## src/rtl/bht_pc_ctrl_if.sv

```systemverilog
// Bundle between the 3-stage pipeline and the PC-select / branch controller.
// Carries the stage-1 lookup fields, the stage-2 resolution fields and stall/clear controls.
// Returns the PC mux select, the stage-1 kill, the travelling prediction and the statistics counters.
interface bht_pc_ctrl_if #(
    parameter int CNT_WIDTH = 32
);
    logic                 stall;
    logic [31:0]          pc_s1;
    logic [31:0]          inst_s1;
    logic                 is_jal;
    logic [31:0]          pc_s2;
    logic [31:0]          inst_s2;
    logic                 breq;
    logic                 brlt;
    logic                 cnt_clr;
    logic [2:0]           pc_sel;
    logic                 flush_s1;
    logic                 pred_s2;
    logic [CNT_WIDTH-1:0] branch_cnt;
    logic [CNT_WIDTH-1:0] mispred_cnt;

    // Pipeline side: drives the instruction stream, consumes the steering decisions.
    modport master (
        output stall, pc_s1, inst_s1, is_jal, pc_s2, inst_s2, breq, brlt, cnt_clr,
        input  pc_sel, flush_s1, pred_s2, branch_cnt, mispred_cnt
    );

    // Controller side.
    modport slave (
        input  stall, pc_s1, inst_s1, is_jal, pc_s2, inst_s2, breq, brlt, cnt_clr,
        output pc_sel, flush_s1, pred_s2, branch_cnt, mispred_cnt
    );
endinterface

```

## src/rtl/bht_pc_ctrl.sv

```systemverilog
// Next-PC select with a direct-mapped saturating-counter branch predictor, mispredict recovery and stats.
// pc_sel/flush_s1 are combinational on the current stage inputs; prediction and BHT update land one edge later.
// stall freezes every piece of state (valid/pred, BHT, counters) while pc_sel/flush_s1 keep being computed.
// Ports: clk, rst_n (async active-low), bus (bht_pc_ctrl_if.slave: stage-1/stage-2 fields in, steering + stats out).
module bht_pc_ctrl #(
    parameter int BHT_DEPTH = 64,
    parameter int CTR_BITS  = 2,
    parameter int CNT_WIDTH = 32
) (
    input  logic          clk,
    input  logic          rst_n,
    bht_pc_ctrl_if.slave  bus
);
    localparam int IDX = $clog2(BHT_DEPTH);

    localparam logic [4:0] OPC_BRANCH_5 = 5'b11000;
    localparam logic [4:0] OPC_JALR_5   = 5'b11001;

    // Weakly not-taken: largest value whose MSB is still 0.
    localparam logic [CTR_BITS-1:0] CTR_INIT = CTR_BITS'((1 << (CTR_BITS - 1)) - 1);
    localparam logic [CTR_BITS-1:0] CTR_MAX  = {CTR_BITS{1'b1}};
    localparam logic [CTR_BITS-1:0] CTR_ONE  = CTR_BITS'(1);

    typedef enum logic [2:0] {
        SEL_PC4     = 3'd0,
        SEL_ALU     = 3'd1,
        SEL_S1_TGT  = 3'd2,
        SEL_RESET   = 3'd3,
        SEL_RECOVER = 3'd4
    } pc_sel_e;

    logic [CTR_BITS-1:0]  bht [BHT_DEPTH];
    logic                 valid_s2;
    logic                 pred_s2_q;
    logic [CNT_WIDTH-1:0] branch_cnt_q;
    logic [CNT_WIDTH-1:0] mispred_cnt_q;

    logic                 br_s1;
    logic [IDX-1:0]       idx_s1;
    logic [IDX-1:0]       idx_s2;
    logic                 p1;
    logic                 br_s2;
    logic                 jalr_s2;
    logic                 cond_s2;
    logic                 mispred_s2;
    pc_sel_e              pc_sel_c;
    logic                 flush_c;

    // Address/opcode bits the controller never looks at.
    logic unused_bits;
    assign unused_bits = ^{bus.pc_s1[31:IDX+2], bus.pc_s1[1:0],
                           bus.pc_s2[31:IDX+2], bus.pc_s2[1:0],
                           bus.inst_s1[31:7], bus.inst_s1[1:0],
                           bus.inst_s2[31:15], bus.inst_s2[11:7], bus.inst_s2[1:0]};

    assign br_s1  = (bus.inst_s1[6:2] == OPC_BRANCH_5);
    assign idx_s1 = bus.pc_s1[IDX+1:2];
    assign idx_s2 = bus.pc_s2[IDX+1:2];
    // Lookup reads the array directly: a same-cycle update to this index is not bypassed.
    assign p1     = bht[idx_s1][CTR_BITS-1];

    assign br_s2   = valid_s2 && (bus.inst_s2[6:2] == OPC_BRANCH_5);
    assign jalr_s2 = valid_s2 && (bus.inst_s2[6:2] == OPC_JALR_5);

    always_comb begin
        cond_s2 = 1'b0;
        unique case (bus.inst_s2[14:12])
            3'b000:         cond_s2 = bus.breq;
            3'b001:         cond_s2 = !bus.breq;
            3'b100, 3'b110: cond_s2 = bus.brlt;
            3'b101, 3'b111: cond_s2 = !bus.brlt;
            default:        cond_s2 = 1'b0;
        endcase
    end

    assign mispred_s2 = br_s2 && (cond_s2 != pred_s2_q);

    // Stage-2 corrections outrank stage-1 steering; only the corrections kill stage 1.
    always_comb begin
        pc_sel_c = SEL_PC4;
        flush_c  = 1'b0;
        if (!rst_n) begin
            pc_sel_c = SEL_RESET;
        end else if (jalr_s2) begin
            pc_sel_c = SEL_ALU;
            flush_c  = 1'b1;
        end else if (mispred_s2 && cond_s2) begin
            pc_sel_c = SEL_ALU;
            flush_c  = 1'b1;
        end else if (mispred_s2) begin
            pc_sel_c = SEL_RECOVER;
            flush_c  = 1'b1;
        end else if (bus.is_jal || (br_s1 && p1)) begin
            pc_sel_c = SEL_S1_TGT;
        end
    end

    always_ff @(posedge clk or negedge rst_n) begin
        if (!rst_n) begin
            valid_s2      <= 1'b0;
            pred_s2_q     <= 1'b0;
            branch_cnt_q  <= '0;
            mispred_cnt_q <= '0;
        end else if (!bus.stall) begin
            valid_s2  <= !flush_c;
            pred_s2_q <= br_s1 && p1 && !flush_c;
            if (bus.cnt_clr) begin
                branch_cnt_q  <= '0;
                mispred_cnt_q <= '0;
            end else begin
                if (br_s2)      branch_cnt_q  <= branch_cnt_q + 1'b1;
                if (mispred_s2) mispred_cnt_q <= mispred_cnt_q + 1'b1;
            end
        end
    end

    always_ff @(posedge clk or negedge rst_n) begin
        if (!rst_n) begin
            for (int i = 0; i < BHT_DEPTH; i++) bht[i] <= CTR_INIT;
        end else if (!bus.stall && br_s2) begin
            if (cond_s2 && bht[idx_s2] != CTR_MAX)
                bht[idx_s2] <= bht[idx_s2] + CTR_ONE;
            else if (!cond_s2 && bht[idx_s2] != '0)
                bht[idx_s2] <= bht[idx_s2] - CTR_ONE;
        end
    end

    assign bus.pc_sel      = pc_sel_c;
    assign bus.flush_s1    = flush_c;
    assign bus.pred_s2     = pred_s2_q;
    assign bus.branch_cnt  = branch_cnt_q;
    assign bus.mispred_cnt = mispred_cnt_q;
endmodule

```

## src/flat_wrapper.sv

```systemverilog
// flat-port wrapper written by rule: the top's interface ports become plain ports
module bht_pc_ctrl_flat 
#(
    parameter int BHT_DEPTH = 64,
    parameter int CTR_BITS  = 2,
    parameter int CNT_WIDTH = 32
)
  (clk, rst_n, bus_stall, bus_pc_s1, bus_inst_s1, bus_is_jal, bus_pc_s2, bus_inst_s2, bus_breq, bus_brlt, bus_cnt_clr, bus_pc_sel, bus_flush_s1, bus_pred_s2, bus_branch_cnt, bus_mispred_cnt);
  bht_pc_ctrl_if #(.CNT_WIDTH(CNT_WIDTH)) bus_i ();
  input  logic clk;
  input  logic rst_n;
  input wire logic [$bits(bus_i.stall)-1:0] bus_stall;
  input wire logic [$bits(bus_i.pc_s1)-1:0] bus_pc_s1;
  input wire logic [$bits(bus_i.inst_s1)-1:0] bus_inst_s1;
  input wire logic [$bits(bus_i.is_jal)-1:0] bus_is_jal;
  input wire logic [$bits(bus_i.pc_s2)-1:0] bus_pc_s2;
  input wire logic [$bits(bus_i.inst_s2)-1:0] bus_inst_s2;
  input wire logic [$bits(bus_i.breq)-1:0] bus_breq;
  input wire logic [$bits(bus_i.brlt)-1:0] bus_brlt;
  input wire logic [$bits(bus_i.cnt_clr)-1:0] bus_cnt_clr;
  output wire logic [$bits(bus_i.pc_sel)-1:0] bus_pc_sel;
  output wire logic [$bits(bus_i.flush_s1)-1:0] bus_flush_s1;
  output wire logic [$bits(bus_i.pred_s2)-1:0] bus_pred_s2;
  output wire logic [$bits(bus_i.branch_cnt)-1:0] bus_branch_cnt;
  output wire logic [$bits(bus_i.mispred_cnt)-1:0] bus_mispred_cnt;
  assign bus_i.stall = bus_stall;
  assign bus_i.pc_s1 = bus_pc_s1;
  assign bus_i.inst_s1 = bus_inst_s1;
  assign bus_i.is_jal = bus_is_jal;
  assign bus_i.pc_s2 = bus_pc_s2;
  assign bus_i.inst_s2 = bus_inst_s2;
  assign bus_i.breq = bus_breq;
  assign bus_i.brlt = bus_brlt;
  assign bus_i.cnt_clr = bus_cnt_clr;
  assign bus_pc_sel = bus_i.pc_sel;
  assign bus_flush_s1 = bus_i.flush_s1;
  assign bus_pred_s2 = bus_i.pred_s2;
  assign bus_branch_cnt = bus_i.branch_cnt;
  assign bus_mispred_cnt = bus_i.mispred_cnt;
  bht_pc_ctrl #(.BHT_DEPTH(BHT_DEPTH), .CTR_BITS(CTR_BITS), .CNT_WIDTH(CNT_WIDTH)) u_core (.clk(clk), .rst_n(rst_n), .bus(bus_i));
endmodule
```

## config.mk

```make
export PLATFORM = sky130hd
export DESIGN_NAME = bht_pc_ctrl_flat
export DESIGN_NICKNAME = d
export VERILOG_FILES = /design/src/rtl/bht_pc_ctrl_if.sv /design/src/rtl/bht_pc_ctrl.sv /design/src/flat_wrapper.sv
export SDC_FILE = /design/constraint.sdc
export NUM_CORES = 1
export LEC_CHECK = 0
export ABC_AREA = 1
export ABC_CLOCK_PERIOD_IN_PS = 3900
export CAP_MARGIN = 30
export CORE_UTILIZATION = 30
export CTS_CLUSTER_DIAMETER = 30
export DETAILED_ROUTE_END_ITERATION = 8
export GPL_ROUTABILITY_DRIVEN = 0
export PLACE_DENSITY_LB_ADDON = 0.2
export SLEW_MARGIN = 20
export SYNTH_ARGS = -nofsm -noshare
export SYNTH_HDL_FRONTEND = slang
export SYNTH_SLANG_ARGS = --single-unit
```

## constraint.sdc

```tcl
create_clock -name clk -period 3.9 [get_ports clk]
set_clock_uncertainty 0.1 [all_clocks]
set_input_delay 0.78 -clock clk [delete_from_list [all_inputs] [get_ports clk]]
set_output_delay 0.78 -clock clk [all_outputs]
set_load 0.05 [all_outputs]
```

# Word level (Yosys, flattened, before mapping)
# Cells that the tools add are included.
[word_totals] elab_cells=140 register_bits=194 input_bits=135 latch_bits=0 n_memories=0 romBits=0 mem_bits_rw=0
[classes] eq_ne=10 shifts=0 reduce_logical=26 n_mul=0 bitwise=3 div=0 addsub=4 mux=26 magnitude_cmp=3
[op_table] cell="$bwmux W128" n=2
[op_table] cell="$mux W128" n=2
[op_table] cell="$mux W32" n=4
[op_table] cell="$add A32 B1 Y32 const B" n=2
[op_table] cell="$bmux W2 S6" n=2
[op_table] cell="$eq A5 B5 Y1 const B" n=3
[op_table] cell="$ge A7 B7 Y1 const B" n=2
[op_table] cell="$not A6 Y7" n=2
[op_table] cell="$demux W2 S6" n=1
[op_table] cell="$eq A3 B3 Y1 const B" n=4
[op_table] cell="$mux W2" n=6
[op_table] cell="$mux W3" n=4
[op_table] cell="$logic_and A1 B1 Y1" n=10
[op_table] cell="$reduce_bool A2 Y1" n=4
[op_table] cell="$lt A7 B1 Y1 const B" n=1
[op_table] cell="$reduce_and A2 Y1" n=3
[op_table] cell="$logic_not A1 Y1" n=5
[op_table] cell="$mux W1" n=4
[op_table] cell="$pmux W1 S4" n=1
[op_table] cell="$reduce_or A2 Y1" n=2
[op_table] cell="$eq A3 B1 Y1 const B" n=1
[op_table] cell="$logic_not A3 Y1" n=1
[op_table] cell="$add A2 B1 Y2 const B" n=1
[op_table] cell="$ne A2 B2 Y1 const B" n=1
[op_table] cell="4 further kinds" n=4

# Logic depth before layout (Yosys ltp)
[depth] word_depth=11 depth_mapped=25

# Worst setup path before layout
# OpenSTA, ideal clock, no wires.
[synth_path] kind="input port to output port" from="in bus_breq" to="out bus_pc_sel[2]" path_slack_ps=220 required_ps=3020 stages=6 arrival_ps=2800 path_buffers=0 cell_sequence="or2_0 -> nand3_1 -> nand2_1 -> nand2_1 -> nand3_1 -> nor4_1"
[synth_between] elab_chain_len=8 word_cells_on_any_way=9 classes_between="eq/ne: 1; mux: 5; reduce/logical: 3"
[synth_rtl] item="start: declaration" line_no="flat_wrapper.sv:18" text="input wire logic [$bits(bus_i.breq)-1:0] bus_breq;"
[synth_rtl] item="$logic_not A1 Y1" line_no="bht_pc_ctrl.sv:69" text="3'b001: cond_s2 = !bus.breq;"
[synth_rtl] item="$pmux W1 S4 *" line_no="bht_pc_ctrl.sv:67" text="unique case (bus.inst_s2[14:12])"
[synth_rtl] item="$ne A1 B1 Y1" line_no="bht_pc_ctrl.sv:76" text="assign mispred_s2 = br_s2 && (cond_s2 != pred_s2_q);"
[synth_rtl] item="$logic_and A1 B1 Y1" line_no="bht_pc_ctrl.sv:76"
[synth_rtl] item="$mux W3 or $logic_and A1 B1 Y1 (tied branches)" line_no="bht_pc_ctrl.sv:90, bht_pc_ctrl.sv:87"
[synth_rtl] item="$mux W3 *" line_no="bht_pc_ctrl.sv:87" text="end else if (mispred_s2 && cond_s2) begin"
[synth_rtl] item="$mux W3 *" line_no="bht_pc_ctrl.sv:84" text="end else if (jalr_s2) begin"
[synth_rtl] item="$mux W3 *" line_no="bht_pc_ctrl.sv:82" text="if (!rst_n) begin"
[synth_rtl] item="end: declaration" line_no="flat_wrapper.sv:21" text="output wire logic [$bits(bus_i.pc_sel)-1:0] bus_pc_sel;"
# Every way passes the cells marked *; elsewhere a longest branch is shown, timed or not.

# Worst setup path in the final report
[layout_path] from="in bus_pc_s1[3]" to="out bus_pc_sel[1]"
[layout_between] elab_chain_len=11
[layout_rtl] item="start: declaration" line_no="flat_wrapper.sv:13" text="input wire logic [$bits(bus_i.pc_s1)-1:0] bus_pc_s1;"
[layout_rtl] item="$not A6 Y7 (implied by the code)" line_no="bht_pc_ctrl.sv:60" text="assign p1 = bht[idx_s1][CTR_BITS-1];"
[layout_rtl] item="$bmux W2 S6" line_no="bht_pc_ctrl.sv:60"
[layout_rtl] item="$mux W2 (implied by the code) (2 in series)" line_no="bht_pc_ctrl.sv:60"
[layout_rtl] item="$logic_and A1 B1 Y1" line_no="bht_pc_ctrl.sv:93" text="end else if (bus.is_jal || (br_s1 && p1)) begin"
[layout_rtl] item="$logic_or A1 B1 Y1" line_no="bht_pc_ctrl.sv:93"
[layout_rtl] item="$mux W2" line_no="bht_pc_ctrl.sv:93"
[layout_rtl] item="$mux W3" line_no="bht_pc_ctrl.sv:90" text="end else if (mispred_s2) begin"
[layout_rtl] item="$mux W3" line_no="bht_pc_ctrl.sv:87"
[layout_rtl] item="$mux W3" line_no="bht_pc_ctrl.sv:84"
[layout_rtl] item="$mux W3" line_no="bht_pc_ctrl.sv:82"
# No other way between the ends. The select of a mux whose other input is x is not followed.

==> metrics.md <==
| Metric | Value |
|---|---|
| Gr ovfl total | 0 |
| Largest net degree at the start of global routing | between 100 and 150 |
| Status | finished, final reports clean |
| Via/cell ratio | 5.00 |
| Min cycle time layout | 3.78 ns |
| Rows | 70 |
| Crit path DAT | just under 3 ns |
| Total Routing Usage GR | 21.0% |
| Vias in the first global route | 11140 |
| Reg area | 4930 um^2 |
| Mapped cell area | 11200 um^2 |
| Register area share after synthesis | 44.2% |
| Die area | 38000 um^2 |
| CTS max path bufs | 2 |
| Net Count, Synth | 1737 |
| DRC viols | 0 |
| RSZ-0062 raised after global routing | false |
| Hold_buf cts | 0 |
| DP Wirelength | ~27 mm |
| Worst slew pin tran | between 0.9 and 1 ns |
| #FFs+latches synth | around 190 |
| CTS tree | built |
| Nets | 1913 |
| Top post-synthesis cells by area | dfrtp_1 29%, nand2_1 21%, dfstp_2 15% |
| Post-synth EDFFs | 0 |
| Clk_lat worst skew | between 0.4 and 0.5 ns |
| Initial antenna violation count | 0 |
| Drt first pass iters | 5 |
| Clock buffer count from CTS | 17 |
| # IOs | a little over 200 |
| Library cells used by synthesis | 41 |
| DP Area | 13500 um^2 |
| Worst-path clk slew | 0.08 ns |
| 1st-iter DRT viols | roughly 900 |
| Fin Setup TNS | 0 ns |
| Slew Viols, Final | 0 |
| Layout area overhead | 26.4% |
| Final setup viols | 0 |
| Most used DFF post-synth | dfrtp_1 |
| Core area | 36600 um^2 |
| Layout fillers | about 3900 |
| CP Max Fanout | 16 |
| Worst R2R Path Depth | 17 |
| IO buf count | 100 |
| Critical path required time | 3.02 ns |
| Startpoint types | primary input |
| Yosys top cell area share | between 20 and 30% |
| Share of synthesized registers carrying an async set or reset | 100% |
| Clock root cell | clkbuf_16 |
| WS Path Type | in2out |
| Area leader, netlist | dfrtp_1 |
| Clock sink total | 194 |
| Final hold violations | 0 |
| Pleak | 6.06 nW |
| Vias | between 10000 and 15000 |
| CP Capture Type | output pin |
| N_diodes | 0 |
| Register-to-register setup slack | about 0.76 ns |
| First-pass GRT wire length | 62.1 mm |
| P per Cell Area | 323 nW/um^2 |
| Detail Route Antenna Nets | 0 |
| Peak supply drop | 0.321 mV |
| WL/cell | 17.0 um |
| Synthesized instance count | approximately 1600 |
| Final Core Density | 38.6% |
| Slew margin rel. | 38.9% |
| Die Span Y | 195 um |
| Synth Warn # | 0 |
| Hold WC Path Type | in2async |
| Setup bufs post-CTS | 0 |
| Syn Area/Cell | 6.99 um^2 |
| Multi-input gate area | 5510 um^2 |
| CTS H-tree lvls | 4 |
| Hold WS | 0.0887 ns |
| Post-Route WL | 38.4 mm |
| Fmax | 0.264 GHz |
| Post-route cell area | 14100 um^2 |
| Fin crit share | 97.0% |
| Starting Density | 30.5% |
| Maxcap violations | 0 |
| Die width | 195 um |
| Ratio of cells with drive above 1 in the final layout | 13.6% |
[power by group]
group          switching, W  internal (W)  leakage [nW]
Sequential        0.0000268       0.00204          2.46
Clock              0.000872      0.000972         0.293
Combinational      0.000441      0.000215          3.30
Total               0.00134       0.00323          6.06
[synth_stat cells, drive strengths merged (3+ instances only)]
| cell | instances |
|---|---|
| clkinv | 5 |
| buf | 22 |
| nor3 | 97 |
| nor2 | 140 |
| xor2 | 16 |
| dfrtp | 130 |
| dfstp | 64 |
| clkbuf | 35 |
| o31ai | 14 |
| inv | 123 |
| o21ai | 117 |
| a22oi | 7 |
| nand4 | 42 |
| o22ai | 18 |
| ha | 4 |
| nor4 | 5 |
| nand3 | 111 |
| or2 | 3 |
| a21oi | 20 |
| nand2 | 613 |
[cells in the final DEF, fill, tap and decap left out, types with 6 or more instances in the layout]
master	count
inv_1	116
buf_4	104
o31ai_1	14
dfrtp_1	130
clkbuf_16	17
o21ai_0	108
nand4_1	42
a21oi_1	19
a22oi_1	7
o22ai_1	18
nand3_1	105
o21ai_1	9
buf_12	14
nand2_1	611
clkdlybuf4s50_1	92
dfstp_2	64
nor2_1	138
inv_2	6
nand3_2	6
xor2_1	16
nor3_1	92
[cells by family after synthesis]
group                      synth area share, %
AOI/OAI and AO/OA                         9.22
xor gates and xnor gates                  1.41
adders and majority gates                0.448
buffers and inverters                     6.78
DFF                                       44.2
and+or+nand+nor                           38.0
[worst max-delay path, stage by stage]
cell and delay [ns]:
clkdlybuf4s50_1 0.51, inv_1 0.32, nand3_1 0.21, nand3_1 0.10, nand2_1 0.11, nand2_1 0.06
nand3_1 0.08, nand3_1 0.08, nand2_1 0.20, nand2_1 0.10, a21oi_2 0.20, buf_12 0.16
[metal layers]
layer,routed length [um],global-route usage [%]
met1,18400,29.5
met2,17200,32.8
met3,2050,3.87
met4,756,6.01
met5,0,0
[what timing repair did]
action	CTS	global route
pin swaps	0	0
setup endpoints to repair	17	115
gates resized for setup	4	6
[worst max-delay path by stage]
stage                             from       endpoint  slack, ns
final                     bus_pc_s1[3]  bus_pc_sel[1]       0.12
after global routing      bus_pc_s2[4]      flip-flop      0.003
after CTS                 bus_pc_s2[3]      flip-flop       0.03
after detailed placement  bus_pc_s2[4]      flip-flop      -0.60
after global placement    bus_pc_s2[4]      flip-flop      -0.61
after floorplan               bus_breq  bus_pc_sel[2]       0.22
[metrics by stage]
step	instances	setup slack (ns)	total power [W]
after global routing	2255	0.00325	0.00475
after CTS	2255	0.0339	0.00463
after detailed placement	2223	-0.595	0.00276
after floorplan	1598	0.220	0.00242
after global placement	2223	-0.610	0.00276
final	2255	0.116	0.00457
[cell type report]
cell class / count / area share [%]
multi-input combinational: 1219 / 39.0
tap: 468 / 4.15
clock buffer: 18 / 3.11
clock inverter: 14 / 1.07
timing repair buffer: 214 / 14.3
inverter: 128 / 3.42
sequential: 194 / 34.9
Note: power is estimated with default switching activity, not from simulation.
